**src/rtl/pmod_wave_sequencer_if.sv**
```systemverilog
// pmod_wave_sequencer_if: step-table write port (valid/ready).
// master writes entries, slave (sequencer) accepts them.
interface pmod_wave_sequencer_if #(
  parameter int CH    = 8,
  parameter int CNT_W = 24,
  parameter int REP_W = 8,
  parameter int STEPS = 4
);
  localparam int SW = $clog2(STEPS);

  logic             cfg_valid;
  logic             cfg_ready;
  logic [SW-1:0]    cfg_addr;
  logic [CNT_W-1:0] cfg_last;
  logic [CNT_W-1:0] cfg_high;
  logic [CH-1:0]    cfg_mask;
  logic [REP_W-1:0] cfg_rep;

  modport master (
    output cfg_valid,
    output cfg_addr,
    output cfg_last,
    output cfg_high,
    output cfg_mask,
    output cfg_rep,
    input  cfg_ready
  );

  modport slave (
    input  cfg_valid,
    input  cfg_addr,
    input  cfg_last,
    input  cfg_high,
    input  cfg_mask,
    input  cfg_rep,
    output cfg_ready
  );
endinterface

```
**src/rtl/pmod_wave_sequencer.sv**
```systemverilog
// pmod_wave_sequencer: step-table driven square waves on PMOD pins.
// Define WAVE_SEQ_LOOP_EN to wrap to step 0 instead of stopping.
module pmod_wave_sequencer #(
  parameter int CH    = 8,
  parameter int CNT_W = 24,
  parameter int REP_W = 8,
  parameter int STEPS = 4,
  localparam int SW   = $clog2(STEPS)
) (
  input  logic                 clk,
  input  logic                 rst_n,
  pmod_wave_sequencer_if.slave cfg,
  input  logic [SW-1:0]        last_step,
  input  logic                 start,
  input  logic                 stop,
  output logic                 busy,
  output logic [SW-1:0]        step,
  output logic                 done,
  output logic [CH-1:0]        pmod
);
  localparam logic [0:0] S_IDLE = 1'b0;
  localparam logic [0:0] S_RUN  = 1'b1;

  localparam logic [SW-1:0]    ONE_S = SW'(1);
  localparam logic [CNT_W-1:0] ONE_C = CNT_W'(1);
  localparam logic [REP_W-1:0] ONE_R = REP_W'(1);

  typedef struct packed {
    logic [CNT_W-1:0] last;
    logic [CNT_W-1:0] high;
    logic [CH-1:0]    mask;
    logic [REP_W-1:0] rep;
  } ent_t;

  logic [0:0]       state_q, state_d;
  ent_t             tbl_q [STEPS];
  ent_t             tbl_d [STEPS];
  ent_t             cur_q, cur_d;
  ent_t             wr_ent;
  logic [SW-1:0]    step_q, step_d;
  logic [SW-1:0]    ls_q, ls_d;
  logic [CNT_W-1:0] phase_q, phase_d;
  logic [REP_W-1:0] rep_q, rep_d;
  logic [CH-1:0]    pmod_q, pmod_d;
  logic             done_q, done_d;
  logic             idle;
  logic             pin_on;
  logic             wrap;
  logic             step_end;

  assign idle          = state_q == S_IDLE;
  assign cfg.cfg_ready = idle;
  assign busy          = state_q == S_RUN;
  assign step          = step_q;
  assign done          = done_q;
  assign pmod          = pmod_q;

  assign wr_ent = {cfg.cfg_last, cfg.cfg_high,
                   cfg.cfg_mask, cfg.cfg_rep};

  assign pin_on   = phase_q < cur_q.high;
  assign wrap     = phase_q == cur_q.last;
  assign step_end = wrap && (rep_q == cur_q.rep);

  always_comb begin
    tbl_d   = tbl_q;
    state_d = state_q;
    cur_d   = cur_q;
    step_d  = step_q;
    ls_d    = ls_q;
    phase_d = phase_q;
    rep_d   = rep_q;
    pmod_d  = '0;
    done_d  = 1'b0;

    // table write lands before the entry-0 load (write-through)
    if (idle && cfg.cfg_valid) tbl_d[cfg.cfg_addr] = wr_ent;

    unique case (1'b1)
      state_q == S_IDLE: begin
        if (start && !stop) begin
          state_d = S_RUN;
          ls_d    = last_step;
          cur_d   = tbl_d[0];
          step_d  = '0;
          phase_d = '0;
          rep_d   = '0;
        end
      end
      state_q == S_RUN: begin
        if (stop) begin
          state_d = S_IDLE;
        end else begin
          pmod_d = cur_q.mask & {CH{pin_on}};
          if (step_end) begin
            phase_d = '0;
            rep_d   = '0;
            if (step_q != ls_q) begin
              step_d = step_q + ONE_S;
              cur_d  = tbl_q[step_q + ONE_S];
            end else begin
              done_d = 1'b1;
`ifdef WAVE_SEQ_LOOP_EN
              step_d = '0;
              cur_d  = tbl_q[0];
`else
              state_d = S_IDLE;
`endif
            end
          end else if (wrap) begin
            phase_d = '0;
            rep_d   = rep_q + ONE_R;
          end else begin
            phase_d = phase_q + ONE_C;
          end
        end
      end
      default: state_d = S_IDLE;
    endcase
  end

  always_ff @(posedge clk or negedge rst_n) begin
    if (!rst_n) begin
      state_q <= S_IDLE;
      for (int i = 0; i < STEPS; i++) tbl_q[i] <= '0;
      cur_q   <= '0;
      step_q  <= '0;
      ls_q    <= '0;
      phase_q <= '0;
      rep_q   <= '0;
      pmod_q  <= '0;
      done_q  <= 1'b0;
    end else begin
      state_q <= state_d;
      tbl_q   <= tbl_d;
      cur_q   <= cur_d;
      step_q  <= step_d;
      ls_q    <= ls_d;
      phase_q <= phase_d;
      rep_q   <= rep_d;
      pmod_q  <= pmod_d;
      done_q  <= done_d;
    end
  end
endmodule

```
**src/flat_wrapper.sv**
```systemverilog
// flat-port wrapper written by rule: the top's interface ports become plain ports
module pmod_wave_sequencer_flat 
#(
  parameter int CH    = 8,
  parameter int CNT_W = 24,
  parameter int REP_W = 8,
  parameter int STEPS = 4,
  localparam int SW   = $clog2(STEPS)
)
  (clk, rst_n, last_step, start, stop, busy, step, done, pmod, cfg_cfg_valid, cfg_cfg_addr, cfg_cfg_last, cfg_cfg_high, cfg_cfg_mask, cfg_cfg_rep, cfg_cfg_ready);
  pmod_wave_sequencer_if #(.CH(CH), .CNT_W(CNT_W), .REP_W(REP_W), .STEPS(STEPS)) cfg_i ();
  input  logic clk;
  input  logic rst_n;
  input  logic [SW-1:0] last_step;
  input  logic start;
  input  logic stop;
  output logic busy;
  output logic [SW-1:0] step;
  output logic done;
  output logic [CH-1:0] pmod;
  input wire logic [$bits(cfg_i.cfg_valid)-1:0] cfg_cfg_valid;
  input wire logic [$bits(cfg_i.cfg_addr)-1:0] cfg_cfg_addr;
  input wire logic [$bits(cfg_i.cfg_last)-1:0] cfg_cfg_last;
  input wire logic [$bits(cfg_i.cfg_high)-1:0] cfg_cfg_high;
  input wire logic [$bits(cfg_i.cfg_mask)-1:0] cfg_cfg_mask;
  input wire logic [$bits(cfg_i.cfg_rep)-1:0] cfg_cfg_rep;
  output wire logic [$bits(cfg_i.cfg_ready)-1:0] cfg_cfg_ready;
  assign cfg_i.cfg_valid = cfg_cfg_valid;
  assign cfg_i.cfg_addr = cfg_cfg_addr;
  assign cfg_i.cfg_last = cfg_cfg_last;
  assign cfg_i.cfg_high = cfg_cfg_high;
  assign cfg_i.cfg_mask = cfg_cfg_mask;
  assign cfg_i.cfg_rep = cfg_cfg_rep;
  assign cfg_cfg_ready = cfg_i.cfg_ready;
  pmod_wave_sequencer #(.CH(CH), .CNT_W(CNT_W), .REP_W(REP_W), .STEPS(STEPS)) u_core (.clk(clk), .rst_n(rst_n), .cfg(cfg_i), .last_step(last_step), .start(start), .stop(stop), .busy(busy), .step(step), .done(done), .pmod(pmod));
endmodule
```
**config.mk**
```make
export PLATFORM = sky130hd
export DESIGN_NAME = pmod_wave_sequencer_flat
export DESIGN_NICKNAME = d
export VERILOG_FILES = /design/src/rtl/pmod_wave_sequencer_if.sv /design/src/rtl/pmod_wave_sequencer.sv /design/src/flat_wrapper.sv
export SDC_FILE = /design/constraint.sdc
export NUM_CORES = 1
export LEC_CHECK = 0
export ABC_CLOCK_PERIOD_IN_PS = 3000
export CORE_MARGIN = 2
export CORE_UTILIZATION = 40
export CTS_CLUSTER_SIZE = 16
export DETAILED_ROUTE_END_ITERATION = 6
export DONT_BUFFER_PORTS = 1
export PLACE_DENSITY_LB_ADDON = 0.1
export SLEW_MARGIN = 20
export SYNTH_ARGS = -nofsm -noshare
export SYNTH_HDL_FRONTEND = slang
export SYNTH_SLANG_ARGS = --single-unit
export TNS_END_PERCENT = 1
```
**constraint.sdc**
```tcl
create_clock -name clk -period 3 [get_ports clk]
set_input_delay 0.6 -clock clk [delete_from_list [all_inputs] [get_ports clk]]
set_output_delay 0.6 -clock clk [all_outputs]
set_load 0.1 [all_outputs]
```
### Yosys cells after proc, flatten, opt, wreduce, memory -nomap -nowiden

Index checks and enable logic that the tools add are counted.

| word-level totals | value |
|---|---|
| register bits | 366 |
| input port bits | 73 |
| word-level logic and storage cells | 93 |

| cells by class | value |
|---|---|
| add/subtract/negate cells | 3 |
| order comparisons | 4 |
| equality and inequality tests | 8 |
| mux-type cells | 38 |
| bitwise logic cells | 4 |
| reduce and logical (&&, ||, !) cells | 9 |

Operators with widths:

| operator | number |
|---|---|
| two-way mux 64 bit | 7 |
| bitwise mux 256 bit | 1 |
| two-way mux 256 bit | 1 |
| binary-select mux 64 bit (select 2 bit) | 1 |
| demux 64 bit (select 2 bit) | 1 |
| case mux 64 bit (2 select lines) | 1 |
| two-way mux 24 bit | 4 |
| two-way mux 8 bit | 6 |
| case mux 24 bit (2 select lines) | 1 |
| adder 24 x 1 -> 24 bit (second input constant) | 1 |
| equality test 24 bit | 1 |
| less-than comparator 24 bit | 1 |
| case mux 8 bit (2 select lines) | 1 |
| adder 8 x 1 -> 8 bit (second input constant) | 1 |
| bitwise AND 8 bit | 1 |
| equality test 8 bit | 1 |
| two-way mux 1 bit | 8 |
| two-way mux 2 bit | 4 |
| != test 2 bit (second input constant) | 4 |
| >= comparator 3 bit (second input constant) | 2 |
| inverter 2 -> 3 bit | 2 |
| logical AND 1 bit | 4 |
| case mux 2 bit (2 select lines) | 1 |
| AND reduction 2 bit | 2 |
| 9 further kinds | 9 |

### Depth between registers and ports, before layout

Gate-level depths: netlist of run 1.

| depth | value |
|---|---|
| word-level depth | 9 |
| mapped depth | 9 |

### Worst setup path before layout of run 1

OpenSTA, ideal clock, no wires.

| path | value |
|---|---|
| kind | flip-flop to output port |
| start | register u_core.state_q, in the netlist u_core.busy |
| end | output cfg_cfg_ready |
| arrival | 2.397 ns |
| required time | 2.400 ns |
| slack | 0.003 ns |
| cell stages (with the launch flop) | 5 |
| buffers on the path | 3 |
| cell sequence | dfrtp_1 > clkbuf_1 > inv_1 > clkbuf_1 > clkbuf_1 |

| between the ends | value |
|---|---|
| word-level cells in the longest chain between the ends | 1 |

RTL lines:

| item | line | text |
|---|---|---|
| from (decl) | pmod_wave_sequencer.sv:35 | `logic [0:0] state_q, state_d;` |
| from (signal assigned) | pmod_wave_sequencer.sv:134 | `state_q <= state_d;` |
| inverter 1 bit (no source line) | - |  |
| to (decl) | flat_wrapper.sv:27 | `output wire logic [$bits(cfg_i.cfg_ready)-1:0] cfg_cfg_ready;` |

Every way passes these cells.

### Worst setup path in the final report of run 1

| path | value |
|---|---|
| start | register u_core.phase_q[14] |
| end | register u_core.cur_q[46] (netlist bit) |

| between the ends | value |
|---|---|
| word-level cells in the longest chain between the ends | 4 |

RTL lines:

| item | line | text |
|---|---|---|
| from (decl) | pmod_wave_sequencer.sv:42 | `logic [CNT_W-1:0] phase_q, phase_d;` |
| from (signal assigned) | pmod_wave_sequencer.sv:139 | `phase_q <= phase_d;` |
| equality test 24 bit | pmod_wave_sequencer.sv:62 | `assign wrap = phase_q == cur_q.last;` |
| logical AND 1 bit | pmod_wave_sequencer.sv:63 | `assign step_end = wrap && (rep_q == cur_q.rep);` |
| != test 2 bit (no source line) | - |  |
| AND reduction 4 bit (no source line) | - |  |
| to (signal assigned) | pmod_wave_sequencer.sv:136 | `cur_q <= cur_d;` |
| to (decl) | pmod_wave_sequencer.sv:38 | `ent_t cur_q, cur_d;` |

Every way passes these cells.
A chain may end at the register's enable or synchronous reset.

==> results of run 1 <==
[worst max-delay path, delay by kind of cell, from the launching register on]
| kind | cells | cell delay, ns |
|---|---|---|
| AOI/OAI and AO/OA | 2 | 0.66 |
| xor gates and xnor gates | 1 | 0.21 |
| buffers and inverters | 1 | 0.23 |
| DFF | 1 | 0.46 |
| and+or+nand+nor | 3 | 0.92 |
[kinds of logic after synthesis]
family                     Yosys count
AOI/OAI and AO/OA                  141
muxes                              326
DFF                                366
xor gates and xnor gates            41
adders and majority gates           25
buffers and inverters              110
and+or+nand+nor                    211
[power breakdown]
part | leakage [uW] | internal (uW) | switching [uW]
Clock | 0.000686 | 3220 | 2050
Sequential | 0.00446 | 6030 | 745
Combinational | 0.00296 | 1820 | 1190
[synthesized netlist by cell type, drive strengths merged, types with 3 or more instances]
| master | count | area share (%) |
|---|---|---|
| a21oi | 14 | 0.41 |
| nand4b | 4 | 0.21 |
| inv | 27 | 0.60 |
| nor4 | 3 | 0.29 |
| xor2 | 5 | 0.26 |
| nand4 | 16 | 0.59 |
| and3 | 73 | 2.7 |
| dfrtp | 366 | 54 |
| xnor2 | 36 | 1.9 |
| a2bb2oi | 4 | 0.21 |
| mux4 | 64 | 8.5 |
| a21o | 9 | 0.40 |
| and4 | 3 | 0.15 |
| clkbuf | 65 | 1.4 |
| mux2i | 3 | 0.18 |
| nor2 | 33 | 0.73 |
| o211ai | 5 | 0.22 |
| a22o | 6 | 0.31 |
| ha | 25 | 1.8 |
| o21ai | 19 | 0.56 |
| nand2 | 46 | 1.0 |
| mux2 | 259 | 17 |
| nand2b | 3 | 0.11 |
| nor3 | 4 | 0.12 |
| a31oi | 3 | 0.11 |
| buf | 18 | 0.74 |
| a221o | 67 | 3.9 |
| a2111oi | 3 | 0.16 |
| nand3 | 18 | 0.53 |
| a211oi | 3 | 0.13 |
[final cells by class]
type                    instances  area share (%)
flip-flops and latches        366            47.9
multi-input cells             744            38.8
clock buffers                  65            6.36
well taps                     539            3.52
repair buffers                 31            1.87
clock inverters                11            1.01
inverters                      27           0.529
[metrics by stage]
stage               setup slack [ns]  std cells  power (uW)
finish                         0.380       1783       15100
global route                   0.147       1783       15800
CTS                            0.380       1783       15300
detailed placement             0.418       1707        9920
global placement               0.467       1707        9870
floorplan                    0.00301       1220        9060
[final timing paths]
kind                                                 from                      endpoint  cells after the start
setup / recovery           u_core.phase_q[14]$_DFFE_PN0P_  u_core.cur_q[46]$_DFFE_PN0P_                      7
hold / removal                                      rst_n                     async pin                      0
setup reg to reg           u_core.phase_q[14]$_DFFE_PN0P_  u_core.cur_q[46]$_DFFE_PN0P_                      7
hold reg to reg              u_core.cur_q[10]$_DFFE_PN0P_      u_core.pmod[2]$_DFF_PN0_                      2
max in group asynchronous                           rst_n                     async pin                      0
min in group clk                                     stop         u_core.done$_DFF_PN0_                      1
[layer usage]
layer	global-route usage, %	share of wire, %
met1	28.1	47
met2	30.3	46
met3	4.13	4.7
met4	4.30	1.6
met5	0	0
==> reports/summary.log, run 1 <==
qor: outcome.run_status finished with violations
qor: outcome.failed_checks negative hold slack
qor: logic_synthesis.synth_compound_area_share 6.84%
qor: pwr.power_density 787 mW/mm2
qor: cells_and_area.layout.nets 1310
qor: drt.route.detailed.wl_per_inst 23.6 um
qor: sta.final_period_minus_worst_setup_slack 2.62 ns
qor: logic_synthesis.ys_async_sr_fraction 100%
qor: job.drv_cap 0
qor: setup_path.setup.worst_path.class register to register
qor: floorplanning.initial_core_util 40.5%
qor: logic_synthesis.yosys_warnings 0
qor: setup_path.end_kind register
qor: cts.tritoncts built
qor: cells_and_area.mostFrequentLayoutCells sky130_fd_sc_hd__dfrtp_1 (363), sky130_fd_sc_hd__mux2_2 (259), sky130_fd_sc_hd__and3_1 (73), sky130_fd_sc_hd__a221o_1 (67), sky130_fd_sc_hd__mux4_2 (64)
qor: setup_path.timing.critical_path.fanout_max 21
qor: global_routing.grt_overflow_total 0
qor: cts.clock_tree.htree_level_count 2
qor: sta.clock-skew-final 0.0251 ns
qor: logic_synthesis.xor_xnor_share_of_the_synthesized_area 2.11%
qor: cts.max-clock-path-buffers 3
qor: floorplanning.die_width 210 um
qor: pwr.total_leakage_power 0.00811 uW
qor: cells_and_area.postLayoutCellArea 0.0191 mm2
qor: drt.post-route-drc-count 0
qor: setup_path.worstPathCellList xnor2_1 > nand4_1 > nor4_4 > nand3_1 > a21o_2 > buf_4 > a221o_1
qor: setup_path.worst_path_max_delay_cell sky130_fd_sc_hd__nor4_4
qor: cells_and_area.final_util 45.6%
qor: cts.cts_root_buffer sky130_fd_sc_hd__clkbuf_16
qor: sta.hold-worst-slack -0.243 ns
qor: setup_path.worst-r2r-setup-slack 0.38 ns
qor: setup_path.worstPathRequired 3.43 ns
qor: cells_and_area.diodes 0
qor: sta.timing.max_slew.rel_slack 30.1%
qor: cts.cts_repair_resize_count 0
qor: sta.clock.fmax 382 MHz
qor: cells_and_area.layout.cells.most_common sky130_fd_sc_hd__dfrtp_1
qor: cts.clk_pin_slew_worst_paths 0.06 ns
qor: floorplanning.design.die.area 0.0442 mm2
qor: placed_design.dp_hpwl 24.7 mm
qor: logic_synthesis.synth_simple_gate_area_share 6.80%
qor: logic_synthesis.netlist_area 0.0170 mm2
qor: sta.rsz_0062_raised_after_global_routing false
qor: placed_design.place_congestion 0.798
qor: cts.cts_made_buffers 42
qor: setup_path.critical_path.max_stage_delay 0.51 ns
qor: logic_synthesis.synth_enable_flop_cells 0
qor: logic_synthesis.ys_seq_elements 366
qor: sta.timing_max_transition_violations_final 0
qor: cts.cts_setup_buffers 0
qor: sta.tightest_slew 1.04 ns
qor: pwr.vdd.ir_drop.worst 0.000425 V
qor: cells_and_area.fill_cells 3722
qor: drt.final_routed_wirelength_across_all_metal_layers 42.0 mm
qor: floorplanning.top_level_ports 86
qor: global_routing.overall_routing_resource_usage 19.5%
qor: cts.insertion_delay 0.57 ns
qor: sta.post-route-period-util 87.3%
qor: floorplanning.fp.coreArea 0.0419 mm2
qor: drt.num_vias 10300
qor: cells_and_area.register_area 0.00917 mm2
qor: drt.antenna_violating_nets_post_route 0
qor: placed_design.place.port_buffers 0
qor: hold_path.worstHoldPathType input port to async pin
qor: global_routing.grt_antenna_before_repair 0
qor: logic_synthesis.synthesis.area_per_instance 13.9 um2
qor: floorplanning.core.rowCount 75
qor: global_routing.pin_count_of_the_biggest_net_entering_global_routing 367
qor: sta.setup-tns-final 0 ns
qor: logic_synthesis.number_of_distinct_library_cells_after_synthesis 47
qor: logic_synthesis.mappedNetlistNets 1318
qor: drt.first_iter_violations 744
qor: sta.hold_viol_final 366
qor: global_routing.grt_first_pass_wirelength 66.0 mm
qor: cells_and_area.final_layout_size_suffix_gt1_share 34.5%
qor: logic_synthesis.yosysSeqAreaShare 53.8%
qor: cts.clkSinkCount 366
qor: global_routing.vias_in_the_first_global_route 10800
qor: logic_synthesis.postSynth.topFlopCell sky130_fd_sc_hd__dfrtp_1
qor: cells_and_area.multi_input_comb_area 0.00743 mm2
qor: logic_synthesis.syn-instance-count 1220
qor: placed_design.dpl-instance-area 0.0177 mm2
qor: sta.finalSetupViolations 0
qor: logic_synthesis.synth_mux_area_share 25.8%
qor: setup_path.critical_path_arrival 3.05 ns
qor: logic_synthesis.yosys.area_share.adder 1.84%
qor: setup_path.worstSetupStartpointType register
qor: drt.drt_first_pass_iters 5
qor: drt.drt-vias-per-instance 5.76
qor: floorplanning.die_outline_height 210 um
qor: logic_synthesis.main_combinational_cell_family_by_area_after_synthesis multiplexers
qor: cells_and_area.area_growth 12.5%
(Power assumes the default switching activity.)
==> inputs of run 2 (changes only) <==
- CORE_MARGIN: 2 -> default
- CTS_CLUSTER_DIAMETER: default -> 40
==> run 2 against run 1 <==
Against the previous run:
- the flow still finishes with violations (negative hold slack)
- hold slack got worse by 0.025 ns
- die area fell by 1.9%
- cell area rose by 4.7%
- sequential power barely moved
- critical endpoint is now u_core.cur_q[45]$_DFFE_PN0P_
- highest routed layer unchanged
==> reports/summary.log, run 2 (synthesis results as in run 1) <==
qor: outcome.run_status finished with violations [unchanged]
qor: outcome.failed_checks negative hold slack [unchanged]
qor: floorplanning.core.rowCount 75 [unchanged]
qor: sta.hold_viol_final 271 [was 366]
qor: sta.rsz_0062_raised_after_global_routing false [unchanged]
qor: placed_design.place.port_buffers 0 [unchanged]
qor: pwr.p_seq_share 38.8% [was 45.0%]
qor: global_routing.pin_count_of_the_biggest_net_entering_global_routing 367 [unchanged]
qor: sta.hold-worst-slack -0.268 ns [was -0.243 ns]
qor: sta.post-route-period-util 86.9% [was 87.3%]
qor: cts.clock_tree.htree_level_count 3 [was 2]
qor: drt.post-route-drc-count 0 [unchanged]
qor: pwr.power.switching 4540 uW [was 3990 uW]
qor: drt.route.detailed.wl_per_inst 23.1 um [was 23.6 um]
qor: cells_and_area.layout.cells.most_common sky130_fd_sc_hd__dfrtp_1 [unchanged]
qor: pwr.total_leakage_power 0.00856 uW [was 0.00811 uW]
qor: setup_path.setup.worst_path.class register to register [unchanged]
qor: drt.antenna_violating_nets_post_route 0 [unchanged]
qor: pwr.power.share.combinational 17.5% [was 20.0%]
qor: cts.cts_repair_resize_count 0 [unchanged]
qor: sta.tightest_slew 1.30 ns [was 1.04 ns]
qor: floorplanning.top_level_ports 86 [unchanged]
qor: sta.timing.max_slew.rel_slack 13.3% [was 30.1%]
qor: cells_and_area.mostFrequentLayoutCells sky130_fd_sc_hd__dfrtp_1 (363), sky130_fd_sc_hd__mux2_2 (259), sky130_fd_sc_hd__and3_1 (73), sky130_fd_sc_hd__clkbuf_16 (71), sky130_fd_sc_hd__a221o_1 (67) [was sky130_fd_sc_hd__dfrtp_1 (363), sky130_fd_sc_hd__mux2_2 (259), sky130_fd_sc_hd__and3_1 (73), sky130_fd_sc_hd__a221o_1 (67), sky130_fd_sc_hd__mux4_2 (64)]
qor: drt.drt-vias-per-instance 5.72 [was 5.76]
qor: floorplanning.fp.coreArea 0.0419 mm2 [unchanged]
qor: placed_design.dp_hpwl 24.4 mm [was 24.7 mm]
qor: cts.insertion_delay 0.57 ns [about the same]
qor: cells_and_area.diodes 0 [unchanged]
qor: setup_path.cp-startpoint u_core.phase_q[2]$_DFFE_PN0P_ [was u_core.phase_q[14]$_DFFE_PN0P_]
qor: sta.clock-skew-final 0.0178 ns [was 0.0251 ns]
qor: pwr.vdd.ir_drop.worst 0.000360 V [was 0.000425 V]
qor: sta.timing_max_transition_violations_final 0 [unchanged]
qor: global_routing.grt_antenna_before_repair 0 [unchanged]
qor: sta.final_period_minus_worst_setup_slack 2.61 ns [was 2.62 ns]
qor: pwr.power_density 870 mW/mm2 [was 787 mW/mm2]
qor: global_routing.grt_first_pass_wirelength 67.8 mm [was 66.0 mm]
qor: sta.setup-tns-final 0 ns [unchanged]
qor: floorplanning.initial_core_util 40.5% [unchanged]
qor: cells_and_area.area_growth 17.8% [was 12.5%]
qor: global_routing.vias_in_the_first_global_route 11300 [was 10800]
qor: floorplanning.die_outline_height 208 um [was 210 um]
qor: placed_design.place_congestion 0.809 [was 0.798]
qor: cts.max-clock-path-buffers 3 [unchanged]
qor: cts.cts_made_buffers 66 [was 42]
qor: drt.first_iter_violations 713 [was 744]
qor: setup_path.worstPathRequired 3.44 ns [was 3.43 ns]
qor: cts.clkSinkCount 366 [unchanged]
qor: sta.clock.fmax 384 MHz [was 382 MHz]
qor: pwr.power_switching_share 26.0% [was 26.5%]
qor: setup_path.worstSetupStartpointType register [unchanged]
qor: floorplanning.die_width 208 um [was 210 um]
qor: drt.final_routed_wirelength_across_all_metal_layers 42.1 mm [was 42.0 mm]
qor: hold_path.worstHoldPathType input port to async pin [unchanged]
qor: floorplanning.design.die.area 0.0434 mm2 [was 0.0442 mm2]
qor: cells_and_area.layout.nets 1336 [was 1310]
qor: cts.cts_root_buffer sky130_fd_sc_hd__clkbuf_16 [unchanged]
qor: cts.clk_pin_slew_worst_paths 0.05 ns [was 0.06 ns]
qor: global_routing.overall_routing_resource_usage 20.2% [was 19.5%]
qor: cells_and_area.fill_cells 3620 [was 3722]
qor: setup_path.worst_r2r_start u_core.phase_q[2]$_DFFE_PN0P_ [was u_core.phase_q[14]$_DFFE_PN0P_]
qor: setup_path.timing.critical_path.fanout_max 34 [was 21]
qor: pwr.power_report.internal_total 12900 uW [was 11100 uW]
qor: setup_path.critical_path_arrival 3.05 ns [about the same]
qor: drt.num_vias 10400 [was 10300]
qor: global_routing.grt_overflow_total 0 [unchanged]
qor: job.drv_cap 0 [unchanged]
qor: sta.finalSetupViolations 0 [unchanged]
qor: cells_and_area.final_layout_size_suffix_gt1_share 37.6% [was 34.5%]
qor: pwr.pwr-share-clk 43.8% [was 35.0%]
qor: cts.cts_setup_buffers 0 [unchanged]
qor: drt.drt_first_pass_iters 5 [unchanged]
qor: pwr.post-layout-total-power 17400 uW [was 15100 uW]
qor: cts.tritoncts built [unchanged]
qor: setup_path.end_kind register [unchanged]
==> run 2: power groups by stage <==
| stage | sequential [uW] | clock, uW | combinational (uW) |
|---|---|---|---|
| 2_1_floorplan | 6610 | 0 | 2460 |
| 3_3_place_gp | 6810 | 0 | 3030 |
| 3_5_place_dp | 6820 | 0 | 3090 |
| 4_1_cts | 6760 | 7800 | 3100 |
| 5_1_grt | 6900 | 8020 | 3330 |
| 6_report | 6760 | 7630 | 3050 |
==> run 2: through the flow <==
stage | setup WS (ns) | util [%] | hold slack, ns | instance area (um2) | instances
detailed placement | 0.406 | 42.3 | 0.327 | 17700 | 1709
global placement | 0.448 | 42.3 | 0.329 | 17700 | 1709
global route | 0.300 | 47.8 | -0.292 | 20000 | 1827
floorplan | 0.00301 | - | 0.304 | 17000 | 1220
CTS | 0.386 | 47.7 | -0.281 | 20000 | 1827
finish | 0.393 | 47.8 | -0.268 | 20000 | 1827
==> run 2: layout make-up <==
cell class	instances	area, um2	share of cell area [%]
Sequential cell	366	9170	45.8
Timing Repair Buffer	33	373	1.86
Clock inverter	38	433	2.16
Inverter	27	101	0.506
Tap cell	539	674	3.37
Clock buffer	80	1850	9.24
Multi-Input combinational cell	744	7440	37.1
==> run 2: path summary, 6_finish.rpt <==
path / to / slack (ns) / cells past startpoint
setup reg to reg: u_core.cur_q[45]$_DFFE_PN0P_ / 0.39 / 7
min in group clk: u_core.done$_DFF_PN0_ / 0.15 / 1
setup / recovery: u_core.cur_q[45]$_DFFE_PN0P_ / 0.39 / 7
hold reg to reg: u_core.pmod[0]$_DFF_PN0_ / 0.50 / 2
hold / removal: async pin / -0.27 / 0
max in group asynchronous: async pin / 2.21 / 0
==> run 2: worst max-delay path, stage by stage, from the launching register on <==
cell                      delay, ns
sky130_fd_sc_hd__dfrtp_1       0.47
sky130_fd_sc_hd__xnor2_1       0.24
sky130_fd_sc_hd__nand4_1       0.17
sky130_fd_sc_hd__nor4_4        0.48
sky130_fd_sc_hd__nand3_1       0.19
sky130_fd_sc_hd__a21o_2        0.25
sky130_fd_sc_hd__buf_4         0.27
sky130_fd_sc_hd__a221o_1       0.41
==> run 2: metal layers <==
layer | up-vias | routed length (um) | part of all wire [%] | track usage [%]
met5 | - | 0 | 0 | 0
met2 | 223 | 19300 | 46 | 31.1
li1 | 4654 | - | - | -
met1 | 5499 | 19900 | 47 | 28.6
met4 | 0 | 1040 | 2.5 | 6.56
met3 | 71 | 1850 | 4.4 | 4.23
==> inputs of run 3 (changes only) <==
- CORE_UTILIZATION: 40 -> 64
==> run 3 against run 2 <==
Against the previous run:
- the run still ends with negative hold slack left
- final cell count decreased by 14%
- routed wire length decreased by 12%
- via count about the same
- cell area decreased by 5.7%
- worst setup slack improved by 0.051 ns
- hold slack improved by 0.040 ns
- largest cell class unchanged
==> reports/summary.log, run 3 (synthesis results as in run 1) <==
qor: outcome.run_status finished with violations [unchanged]
qor: outcome.failed_checks negative hold slack [unchanged]
qor: cells_and_area.layout.nets 1306 [was 1336]
qor: placed_design.dp_slack 0.476 ns [was 0.406 ns]
qor: setup_path.critical_path_arrival 2.98 ns [was 3.05 ns]
qor: pwr.power_density 795 mW/mm2 [was 870 mW/mm2]
qor: cts.cts_setup_buffers 0 [unchanged]
qor: pwr.p_seq_share 45.9% [was 38.8%]
qor: sta.tightest_slew 0.929 ns [was 1.30 ns]
qor: job.drv_cap 0 [unchanged]
qor: setup_path.end_kind register [unchanged]
qor: sta.setup-tns-final 0 ns [unchanged]
qor: placed_design.dp_hpwl 21.8 mm [was 24.4 mm]
qor: setup_path.cp.buffers_inverters 1 [unchanged]
qor: sta.finalSetupViolations 0 [unchanged]
qor: floorplanning.design.die.area 0.0272 mm2 [was 0.0434 mm2]
qor: sta.rsz_0062_raised_after_global_routing false [unchanged]
qor: floorplanning.core.rowCount 59 [was 75]
qor: drt.first_iter_violations 632 [was 713]
qor: floorplanning.top_level_ports 86 [unchanged]
qor: setup_path.timing.critical_path.fanout_max 8 [was 34]
qor: global_routing.grt_first_pass_wirelength 59.9 mm [was 67.8 mm]
qor: cts.cts_made_buffers 45 [was 66]
qor: cts.clock_tree.htree_level_count 2 [was 3]
qor: drt.antenna_violating_nets_post_route 0 [unchanged]
qor: drt.num_vias 10500 [was 10400]
qor: placed_design.place.port_buffers 0 [unchanged]
qor: global_routing.grt_antenna_before_repair 0 [unchanged]
qor: cells_and_area.final_layout_size_suffix_gt1_share 35.3% [was 37.6%]
qor: cts.insertion_delay 0.53 ns [was 0.57 ns]
qor: sta.timing.max_slew.rel_slack 37.8% [was 13.3%]
qor: placed_design.place_congestion 0.871 [was 0.809]
qor: drt.post-route-drc-count 0 [unchanged]
qor: cts.cts_root_buffer sky130_fd_sc_hd__clkbuf_16 [unchanged]
qor: floorplanning.initial_core_util 65.3% [was 40.5%]
qor: setup_path.timing.critical_path.max_delay_family compound AO/OA/AOI/OAI gates [was simple AND/OR/NAND/NOR gates]
qor: cts.clkSinkCount 366 [unchanged]
qor: cts.max-clock-path-buffers 3 [unchanged]
qor: setup_path.worstPathCellList ha_1 > nand2_1 > a2111oi_0 > o31ai_1 > a2111oi_2 > buf_4 > nor2_1 [was xnor2_1 > nand4_1 > nor4_4 > nand3_1 > a21o_2 > buf_4 > a221o_1]
qor: global_routing.grt_overflow_total 0 [unchanged]
qor: cts.cts_repair_resize_count 0 [unchanged]
qor: floorplanning.die_width 165 um [was 208 um]
qor: cts.clk_pin_slew_worst_paths 0.06 ns [was 0.05 ns]
qor: pwr.pwr-share-clk 35.0% [was 43.8%]
qor: pwr.power.share.combinational 19.2% [was 17.5%]
qor: sta.hold_viol_final 366 [was 271]
qor: setup_path.worst_path_max_delay_cell sky130_fd_sc_hd__a2111oi_0 [was sky130_fd_sc_hd__nor4_4]
qor: setup_path.worstPathRequired 3.42 ns [was 3.44 ns]
qor: drt.drt_first_pass_iters 5 [unchanged]
qor: global_routing.vias_in_the_first_global_route 10700 [was 11300]
qor: global_routing.overall_routing_resource_usage 28.6% [was 20.2%]
qor: cts.tritoncts built [unchanged]
qor: cells_and_area.area_growth 11.1% [was 17.8%]
qor: cells_and_area.diodes 0 [unchanged]
qor: setup_path.worst-r2r-setup-slack 0.44 ns [was 0.39 ns]
qor: sta.hold-worst-slack -0.227 ns [was -0.268 ns]
qor: drt.final_routed_wirelength_across_all_metal_layers 37.3 mm [was 42.1 mm]
qor: hold_path.worstHoldPathType input port to async pin [unchanged]
qor: setup_path.critical_path.max_stage_delay 0.67 ns [was 0.48 ns]
qor: pwr.power_switching_share 27.2% [was 26.0%]
qor: sta.clock-skew-final 0.00954 ns [was 0.0178 ns]
qor: cells_and_area.layout.cells.most_common sky130_fd_sc_hd__dfrtp_1 [unchanged]
qor: global_routing.pin_count_of_the_biggest_net_entering_global_routing 367 [unchanged]
qor: sta.clock.fmax 391 MHz [was 384 MHz]
qor: cells_and_area.mostFrequentLayoutCells sky130_fd_sc_hd__dfrtp_1 (363), sky130_fd_sc_hd__mux2_2 (259), sky130_fd_sc_hd__and3_1 (73), sky130_fd_sc_hd__a221o_1 (67), sky130_fd_sc_hd__mux4_2 (64) [was sky130_fd_sc_hd__dfrtp_1 (363), sky130_fd_sc_hd__mux2_2 (259), sky130_fd_sc_hd__and3_1 (73), sky130_fd_sc_hd__clkbuf_16 (71), sky130_fd_sc_hd__a221o_1 (67)]
qor: sta.final_period_minus_worst_setup_slack 2.56 ns [was 2.61 ns]
qor: cells_and_area.fill_cells 1699 [was 3620]
qor: cells_and_area.postLayoutCellArea 0.0189 mm2 [was 0.0200 mm2]
qor: floorplanning.die_outline_height 165 um [was 208 um]
qor: setup_path.worstSetupStartpointType register [unchanged]
qor: cells_and_area.final_util 72.5% [was 47.8%]
qor: pwr.vdd.ir_drop.worst 0.000733 V [was 0.000360 V]
qor: pwr.total_leakage_power 0.00811 uW [was 0.00856 uW]
qor: sta.final_critical_path_setup_slack 0.443 ns [was 0.393 ns]
qor: pwr.power.switching 4090 uW [was 4540 uW]
qor: floorplanning.fp.coreArea 0.0261 mm2 [was 0.0419 mm2]
qor: setup_path.setup.worst_path.class register to register [unchanged]
qor: pwr.power_report.internal_total 10900 uW [was 12900 uW]
qor: drt.drt-vias-per-instance 6.63 [was 5.72]
qor: sta.timing_max_transition_violations_final 0 [unchanged]
qor: sta.post-route-period-util 85.2% [was 86.9%]
qor: drt.route.detailed.wl_per_inst 23.6 um [was 23.1 um]
qor: placed_design.dpl-instance-area 0.0174 mm2 [was 0.0177 mm2]
-- run 3: cell types whose count changed in the layout (fill, tap and decap cells not counted), sizes merged --
cell | previous run | this run
bufinv | 7 | 2
clkbuf | 80 | 53
inv | 36 | 35
buf | 33 | 24
clkinvlp | 6 | 5
clkinv | 16 | 13
-- run 3: worst reg2reg max path: stages, from the launching register on --
cell and delay, ns:
sky130_fd_sc_hd__dfrtp_1 0.49, sky130_fd_sc_hd__ha_1 0.37, sky130_fd_sc_hd__nand2_1 0.09, sky130_fd_sc_hd__a2111oi_0 0.67
sky130_fd_sc_hd__o31ai_1 0.21, sky130_fd_sc_hd__a2111oi_2 0.33, sky130_fd_sc_hd__buf_4 0.23, sky130_fd_sc_hd__nor2_1 0.07
-- run 3: final timing paths --
kind                            depth (start not counted)                  endpoint                     startpoint
max in group asynchronous                               0                 async pin                          rst_n
worst min register to register                          2  u_core.pmod[3]$_DFF_PN0_   u_core.cur_q[11]$_DFFE_PN0P_
worst min-delay path                                    0                 async pin                          rst_n
worst max register to register                          7  u_core.pmod[7]$_DFF_PN0_  u_core.phase_q[5]$_DFFE_PN0P_
min in group clk                                        1     u_core.done$_DFF_PN0_                           stop
worst max-delay path                                    7  u_core.pmod[7]$_DFF_PN0_  u_core.phase_q[5]$_DFFE_PN0P_
-- run 3: power by group through the flow --
stage	clock network [uW]	logic, uW	registers [uW]
CTS	5340	2910	6880
detailed placement	0	2900	6950
global placement	0	2810	6890
finish	5260	2880	6890
floorplan	0	2460	6610
global route	5550	3140	7020
-- run 3: layer usage --
layer  GRT usage, %  routed length, um  share of wire, %  vias up
li1               -                  -                 -     4589
met1           41.6              16600                45     5529
met2           44.6              17700                48      280
met3           5.27               2230               6.0       53
met4           7.59                698               1.9        0
met5              0                  0                 0        -
-- run 3: through the flow --
| step | hold slack, ns | std cells | power [uW] |
|---|---|---|---|
| 2_1_floorplan | 0.304 | 1220 | 9060 |
| 3_3_place_gp | 0.321 | 1496 | 9710 |
| 3_5_place_dp | 0.319 | 1496 | 9840 |
| 4_1_cts | -0.237 | 1577 | 15100 |
| 5_1_grt | -0.249 | 1577 | 15700 |
| 6_report | -0.227 | 1577 | 15000 |
-- run 3: area by class of cell --
class                           count  area (um2)  area share [%]
Tap cell                          335         419            2.22
Clock inverter                     28         267            1.41
Sequential cell                   366        9170            48.5
Inverter                           27         101           0.536
Clock buffer                       53        1210            6.39
Timing Repair Buffer               24         305            1.62
Multi-Input combinational cell    744        7430            39.3
